[src/rtl/mips_control_unit.sv]
// Multicycle main control FSM for the MIPS core: decodes opcode/funct and drives
// every datapath enable and select as a Moore function of state (PCen also uses zero).
module mips_control_unit #(
  parameter int STATE_WIDTH   = 4,
  parameter int ALUCTRL_WIDTH = 4
) (
  input  logic                     clk,
  input  logic                     reset,
  input  logic                     start,
  input  logic [5:0]               opcode,
  input  logic [5:0]               funct,
  input  logic                     zero,
  output logic                     PCen,
  output logic                     IorD,
  output logic                     Page,
  output logic                     MemWrite,
  output logic                     IRWrite,
  output logic                     DRWrite,
  output logic                     RegDst,
  output logic                     MemtoReg,
  output logic                     RegWrite,
  output logic                     ALUSrcA,
  output logic [1:0]               ALUSrcB,
  output logic [ALUCTRL_WIDTH-1:0] ALUControl,
  output logic                     ALU_en,
  output logic                     PCSrc,
  output logic [STATE_WIDTH-1:0]   state
);

  localparam logic [STATE_WIDTH-1:0] S_IDLE    = 'd0;
  localparam logic [STATE_WIDTH-1:0] S_FETCH   = 'd1;
  localparam logic [STATE_WIDTH-1:0] S_DECODE  = 'd2;
  localparam logic [STATE_WIDTH-1:0] S_EXECUTE = 'd3;
  localparam logic [STATE_WIDTH-1:0] S_ALUWB   = 'd4;
  localparam logic [STATE_WIDTH-1:0] S_MEMADR  = 'd5;
  localparam logic [STATE_WIDTH-1:0] S_MEMRD   = 'd6;
  localparam logic [STATE_WIDTH-1:0] S_MEMWB   = 'd7;
  localparam logic [STATE_WIDTH-1:0] S_MEMWR   = 'd8;
  localparam logic [STATE_WIDTH-1:0] S_BRANCH  = 'd9;
  localparam logic [STATE_WIDTH-1:0] S_ADDIEX  = 'd10;
  localparam logic [STATE_WIDTH-1:0] S_ADDIWB  = 'd11;

  localparam logic [5:0] OP_RTYPE = 6'h00;
  localparam logic [5:0] OP_LW    = 6'h23;
  localparam logic [5:0] OP_SW    = 6'h2B;
  localparam logic [5:0] OP_BEQ   = 6'h04;
  localparam logic [5:0] OP_BNE   = 6'h05;
  localparam logic [5:0] OP_ADDI  = 6'h08;
  localparam logic [5:0] OP_HALT  = 6'h3F;

  localparam logic [ALUCTRL_WIDTH-1:0] ALU_ADD = 'd0;
  localparam logic [ALUCTRL_WIDTH-1:0] ALU_SUB = 'd1;
  localparam logic [ALUCTRL_WIDTH-1:0] ALU_AND = 'd2;
  localparam logic [ALUCTRL_WIDTH-1:0] ALU_OR  = 'd3;
  localparam logic [ALUCTRL_WIDTH-1:0] ALU_NOR = 'd4;
  localparam logic [ALUCTRL_WIDTH-1:0] ALU_SLT = 'd5;

  logic [STATE_WIDTH-1:0]   state_q, state_d;
  logic [ALUCTRL_WIDTH-1:0] funct_alu;
  logic                     funct_ok;

  assign state = state_q;

  // R-type funct decode; unknown functs fall back to FETCH without writeback
  always_comb begin
    funct_alu = ALU_ADD;
    funct_ok  = 1'b1;
    case (funct)
      6'h20:   funct_alu = ALU_ADD;
      6'h22:   funct_alu = ALU_SUB;
      6'h24:   funct_alu = ALU_AND;
      6'h25:   funct_alu = ALU_OR;
      6'h27:   funct_alu = ALU_NOR;
      6'h2A:   funct_alu = ALU_SLT;
      default: funct_ok  = 1'b0;
    endcase
  end

  always_ff @(posedge clk or negedge reset) begin
    if (!reset) state_q <= S_IDLE;
    else        state_q <= state_d;
  end

  always_comb begin
    state_d = S_IDLE;
    case (state_q)
      S_IDLE:    state_d = start ? S_FETCH : S_IDLE;
      S_FETCH:   state_d = S_DECODE;
      S_DECODE: begin
        case (opcode)
          OP_RTYPE:      state_d = S_EXECUTE;
          OP_LW, OP_SW:  state_d = S_MEMADR;
          OP_BEQ, OP_BNE: state_d = S_BRANCH;
          OP_ADDI:       state_d = S_ADDIEX;
          OP_HALT:       state_d = S_IDLE;
          default:       state_d = S_FETCH;
        endcase
      end
      S_EXECUTE: state_d = funct_ok ? S_ALUWB : S_FETCH;
      S_ALUWB:   state_d = S_FETCH;
      S_MEMADR:  state_d = (opcode == OP_LW) ? S_MEMRD : S_MEMWR;
      S_MEMRD:   state_d = S_MEMWB;
      S_MEMWB:   state_d = S_FETCH;
      S_MEMWR:   state_d = S_FETCH;
      S_BRANCH:  state_d = S_FETCH;
      S_ADDIEX:  state_d = S_ADDIWB;
      S_ADDIWB:  state_d = S_FETCH;
      default:   state_d = S_IDLE;
    endcase
  end

  always_comb begin
    PCen       = 1'b0;
    IorD       = 1'b0;
    Page       = 1'b0;
    MemWrite   = 1'b0;
    IRWrite    = 1'b0;
    DRWrite    = 1'b0;
    RegDst     = 1'b0;
    MemtoReg   = 1'b0;
    RegWrite   = 1'b0;
    ALUSrcA    = 1'b0;
    ALUSrcB    = 2'b00;
    ALUControl = ALU_ADD;
    ALU_en     = 1'b0;
    PCSrc      = 1'b0;
    case (state_q)
      S_FETCH: begin
        IRWrite = 1'b1;
        ALUSrcB = 2'b01;
        PCen    = 1'b1;
      end
      S_DECODE: begin
        ALUSrcB = 2'b10;
        ALU_en  = 1'b1;
      end
      S_EXECUTE: begin
        ALUSrcA    = 1'b1;
        ALUControl = funct_alu;
        ALU_en     = 1'b1;
      end
      S_ALUWB: begin
        RegDst   = 1'b1;
        RegWrite = 1'b1;
      end
      S_MEMADR, S_ADDIEX: begin
        ALUSrcA = 1'b1;
        ALUSrcB = 2'b10;
        ALU_en  = 1'b1;
      end
      S_MEMRD: begin
        IorD    = 1'b1;
        Page    = 1'b1;
        DRWrite = 1'b1;
      end
      S_MEMWB: begin
        MemtoReg = 1'b1;
        RegWrite = 1'b1;
      end
      S_MEMWR: begin
        IorD     = 1'b1;
        Page     = 1'b1;
        MemWrite = 1'b1;
      end
      // ALUout keeps the target computed in DECODE; the ALU does the compare
      S_BRANCH: begin
        ALUSrcA    = 1'b1;
        ALUControl = ALU_SUB;
        PCSrc      = 1'b1;
        PCen       = (opcode == OP_BNE) ? ~zero : zero;
      end
      S_ADDIWB:  RegWrite = 1'b1;
      default: ;
    endcase
  end

endmodule

[config.mk]
export PLATFORM = sky130hd
export DESIGN_NAME = mips_control_unit
export DESIGN_NICKNAME = d
export VERILOG_FILES = /design/src/rtl/mips_control_unit.sv
export SDC_FILE = /design/constraint.sdc
export NUM_CORES = 1
export LEC_CHECK = 0
export BUFFER_PORTS_ARGS = -buffer_cell sky130_fd_sc_hd__buf_2
export CAP_MARGIN = 25
export CORE_MARGIN = 10
export CORE_UTILIZATION = 40
export DETAILED_ROUTE_END_ITERATION = 7
export PLACE_DENSITY = 0.78
export REMOVE_ABC_BUFFERS = 1
export SLEW_MARGIN = 15
export SYNTH_ARGS = -nofsm -noshare
export SYNTH_HDL_FRONTEND = slang
export SYNTH_SLANG_ARGS = --single-unit
[constraint.sdc]
create_clock -name clk -period 1.58 [get_ports clk]
set_input_delay 0.158 -clock clk [delete_from_list [all_inputs] [get_ports clk]]
set_output_delay 0.158 -clock clk [all_outputs]
set_load 0.05 [all_outputs]
# After elaboration in Yosys (flattened, before gate mapping)
# Cells that the tools add are included.
[classes] n_mux=21 bitwise_logic=1 eq_ne=23 reduce_logical=11
[ops] operator="== test 6 bit, second input constant" n=9
[ops] operator="one-hot mux 4 bit (8 select lines)" n=1
[ops] operator="one-hot mux 4 bit (5 select lines)" n=1
[ops] operator="== test 4 x 3 -> 1 bit, second input constant" n=4
[ops] operator="== test 4 bit, second input constant" n=4
[ops] operator="one-hot mux 3 bit (5 select lines)" n=1
[ops] operator="2-to-1 mux 1 bit" n=13
[ops] operator="== test 6 x 3 -> 1 bit, second input constant" n=2
[ops] operator="== test 4 x 2 -> 1 bit, second input constant" n=2
[ops] operator="one-hot mux 4 bit (2 select lines)" n=1
[ops] operator="OR reduction 4 bit" n=2
[ops] operator="== test 6 x 4 -> 1 bit, second input constant" n=1
[ops] operator="logical NOT 6 bit" n=1
[ops] operator="OR reduction 2 bit" n=3
[ops] operator="OR reduction 3 bit" n=2
[ops] operator="OR reduction 6 bit" n=1
[ops] operator="OR reduction 5 bit" n=1
[ops] operator="== test 4 x 1 -> 1 bit, second input constant" n=1
[ops] operator="logical NOT 4 bit" n=1
[ops] operator="2-to-1 mux 4 bit" n=1
[ops] operator="one-hot mux 2 bit (2 select lines)" n=1
[ops] operator="2-to-1 mux 3 bit" n=1
[ops] operator="one-hot mux 1 bit (2 select lines)" n=1
[ops] operator="NOT 1 bit" n=1
[totals] regBits=4 input_bits=16 word_cells=57

# Logic depth before layout (Yosys ltp)
[logic_depth] ltp_word=5 mapped_depth=5 depth_no_buf=4

# Worst setup path before layout
# Ideal clock, no wire load.
[synth_timing] kind="reg-to-output" startpoint="register state_q[2] (netlist: state[2])" endpoint="output port Page" path_stages_with_launch=5 path_buffers=1 required_ns=1.422 setup_slack_ns=-1.263 t_arrival_ns=2.685 cell_sequence="dfrtp_1 nand2b_1 nor3_1 or2_2 buf_4"
[synth_via] elab_chain_len=3
[synth_rtl] item="start: declaration" line="58" rtl="logic [STATE_WIDTH-1:0] state_q, state_d;"
[synth_rtl] item="start signal: assignment" line="81" rtl="else state_q <= state_d;"
[synth_rtl] item="== test 4 bit / == test 4 x 3 -> 1 bit (equally long branches)"
[synth_rtl] item="OR reduction 2 bit (no line) *"
[synth_rtl] item="2-to-1 mux 1 bit *"
[synth_rtl] item="end: declaration" line="15" rtl="output logic Page,"
# Every way passes the cells marked *; elsewhere a longest branch is shown, timed or not.

# Worst setup path after layout
[layout_timing] startpoint="register state_q[1] (netlist: state[1])" endpoint="output port ALUControl[0]"
[layout_via] elab_chain_len=2
[layout_rtl] item="== test 4 bit / == test 4 x 2 -> 1 bit (equally long branches)" line="127" rtl="case (state_q)"
[layout_rtl] item="one-hot mux 4 bit (2 select lines) *" line="127"
[layout_rtl] item="end: declaration" line="24" rtl="output logic [ALUCTRL_WIDTH-1:0] ALUControl,"
# Marked as above.

==> summary.md <==
| Metric | Value |
|---|---|
| Pre-CTS setup slack | `-0.0319 ns` |
| Pwr Total | `roughly 1900 µW` |
| Via density | `approximately 6.3` |
| Top post-synthesis cells by area | `dfrtp_1 (18%), nand2b_1 (7.8%), nor3_1 (6.3%), o21ai_0 (6.3%), nor2_1 (6.1%)` |
| Setup Skew | `approximately 0.0056 ns` |
| Syn_area_per_cell | `slightly above 7 µm²` |
| CTS clk-pin slew, worst paths | `around 0.05 ns` |
| CTS buffer count | `3` |
| Max Cap Viol | `0` |
| Cell Chain, Critical Path | `nand2_2, or4b_4, o22ai_1, buf_4` |
| Port bufs | `36` |
| Htree depth | `1` |
| Critical path's top delay family | `simple AND/OR/NAND/NOR gates` |
| Total Wirelength | `approximately 3600 µm` |
| Yosys top cell by area | `dfrtp_1` |
| Final core utilization | `0.897` |
| Global-route wire length before repair | `approximately 4100 µm` |
| Slew Limit Fails | `0` |
| Worst path slowest cell | `or4b_4` |
| Initial cell density of the core | `0.429` |
| Iter 0 DRT Violations | `38` |
| Crit path kind | `reg -> out` |
| HP Class | `in -> async` |
| CTS tree | `yes` |
| Via count | `approximately 950` |
| Number of I/O pins | `38` |
| Chip width | `~57 µm` |
| DP HPWL | `1660 µm` |
| Mapped cell area | `between 500 and 600 µm²` |
| Worst skew pair latency | `between 0.2 and 0.3 ns` |
| Share of cells above drive strength 1 | `0.607` |
| Final min period | `1.90 ns` |
| Pin count of the biggest net entering global routing | `15` |
| Final setup margin | `-0.322 ns` |
| Final nets | `between 150 and 200` |
| Die Y | `57.4 µm` |
| Failing checks | `setup timing` |
| Worst vdd rail ir drop | `~950 µV` |
| Core box area | `around 1300 µm²` |
| # rows | `13` |
| Sequential area share after synthesis | `0.179` |
| Finish-stage setup viols | `14` |
| GP Congestion | `slightly below 0.9` |
| Peak Freq | `between 500 and 600 MHz` |
| Sink Count | `4` |
| Worst-case clock buffer depth | `2` |
| Rel. slew slack | `0.612` |
| Leak | `approximately 0.00057 µW` |
| Max reg flops | `4` |
| CP bufs+invs | `1` |
| Grt total ovfl | `0` |
| Arr. time, crit path | `roughly 1.7 ns` |
| Per-cell routed wire length | `around 24 µm` |
| Cells after Synth | `78` |
| Final hold viol count | `0` |
| Tcrit/Tclk final | `1.20` |
| Critical path required time | `1.42 ns` |
| Power Density | `1610 nW/µm²` |
| Top cell type's share of synthesized area | `0.179` |
| CP endpoint kind | `output port` |
| Die ar. | `approximately 3300 µm²` |
| CP startpoint kind | `register` |
| Gr usage total | `0.151` |
| Vias in the first global route | `between 800 and 900` |
| Unrepaired setup endpoints after global routing | `yes` |
| Antenna viol nets, final | `0` |
| Slowest stage delay, CP | `0.53 ns` |
| Measured slew at the worst slew-check pin | `between 0.5 and 0.6 ns` |
| Crit-path max FO | `3` |
| Synth cell types | `35` |
| Status | `complete, but fails checks` |
| Yosys warns | `0` |
| FF+latch count, synth | `4` |
| Area grow syn2layout | `109%` |
| Clk root buf | `clkbuf_4` |
| Residual DRC count | `0` |
| Initial antenna violation count | `1` |
| Iteration count of the initial detailed-routing pass | `4` |
-- logic make-up (layout without fill, tap and decap cells) --
family | count (synthesis) | in the layout | share of synthesized area
AO/OA/AOI/OAI | 21 | 21 | 0.224
XOR/XNOR | 1 | 1 | 0.0157
buffers and inverters | 6 | 63 | 0.0583
flip-flops | 4 | 4 | 0.179
multiplexers | 2 | 2 | 0.0359
other | 1 | 2 | 0.00672
AND/OR/NAND/NOR | 43 | 43 | 0.480
-- repair_timing --
item	CTS	global route
buffers inserted	4	8
gates resized for setup	49	18
pin swaps	4	4
endpoints found under the hold margin	4	0
hold buffers	1	0
setup endpoints to repair	15	17
-- final timing paths --
| check | from | endpoint | slack (ns) | depth (start not counted) |
|---|---|---|---|---|
| worst max-delay path | state[1] | ALUControl[0] | -0.32 | 4 |
| worst min register to register | state[0] | state[0] | 0.73 | 2 |
| worst max register to register | state[2] | state[0] | 0.01 | 7 |
| worst min-delay path | reset | state[1] | 0.25 | 2 |
| min in group clk | start | state[0] | 0.28 | 3 |
| max in group asynchronous | reset | state[2] | 1.20 | 2 |
-- final cells by class --
class	instances	area [µm²]
flip-flops and latches	4	100
inverters	1	3.75
clock buffers	3	22.5
repair buffers	59	473
multi-input cells	68	547
well taps	15	18.8
fillers	62	134
diodes	1	2.50
-- metal layers --
layer | vias up | track usage | share of wire
met3 | 20 | 0.0487 | 0.10
met4 | 0 | 0.0805 | 0.059
met1 | 451 | 0.172 | 0.36
met5 | - | 0 | 0
met2 | 79 | 0.244 | 0.48
li1 | 402 | - | -
-- cells in the final DEF (no fill, tap or decap), types with 2 or more instances in the layout --
cell type,count
nor3_4,3
nor2_1,7
buf_6,14
buf_8,3
nor3_1,3
buf_2,19
nor2_4,2
dfrtp_1,4
o21ai_0,5
nand2_2,2
buf_4,22
nand3_1,2
nand2b_1,2
a21oi_1,6
nand2b_4,5
nand2_1,3
clkbuf_4,3
mux2i_1,2
-- stage by stage --
stage	area, µm²	cells	setup TNS, ns	hold slack [ns]
floorplan	529	73	-11.42	-0.138
global placement	811	135	-0.0174	-0.0290
detailed placement	811	135	-0.0389	-0.0266
CTS	1050	143	-1.05	0.252
global route	1170	151	-2.52	0.277
finish	1170	151	-2.16	0.252
-- where the power goes --
group / switching (µW) / internal [µW]
logic: 1010 / 562
clock network: 72.1 / 87.0
registers: 24.2 / 132
-- synthesized netlist by cell type --
master    instances
and3b_1           1
o211a_1           1
o21bai_1          1
clkbuf_1          1
o41ai_1           1
or2_2             1
mux2i_1           2
nor2b_1           2
nor4b_4           1
a21oi_1           6
buf_2             2
nand2_2           1
dfrtp_1           4
or4b_4            1
xor2_1            1
nor3b_2           1
a22oi_1           1
nor4_1            1
or3b_2            1
nor3b_1           1
nor2_1            9
o21ai_0           7
a21o_1            1
a31oi_1           1
nand3_1           2
nand2_1           4
nor4bb_1          1
o22ai_1           2
inv_1             1
nand2b_1          7
or3_1             1
buf_4             2
nand3b_1          1
conb_1            1
nor3_1            7
(Power assumes the default switching activity.)
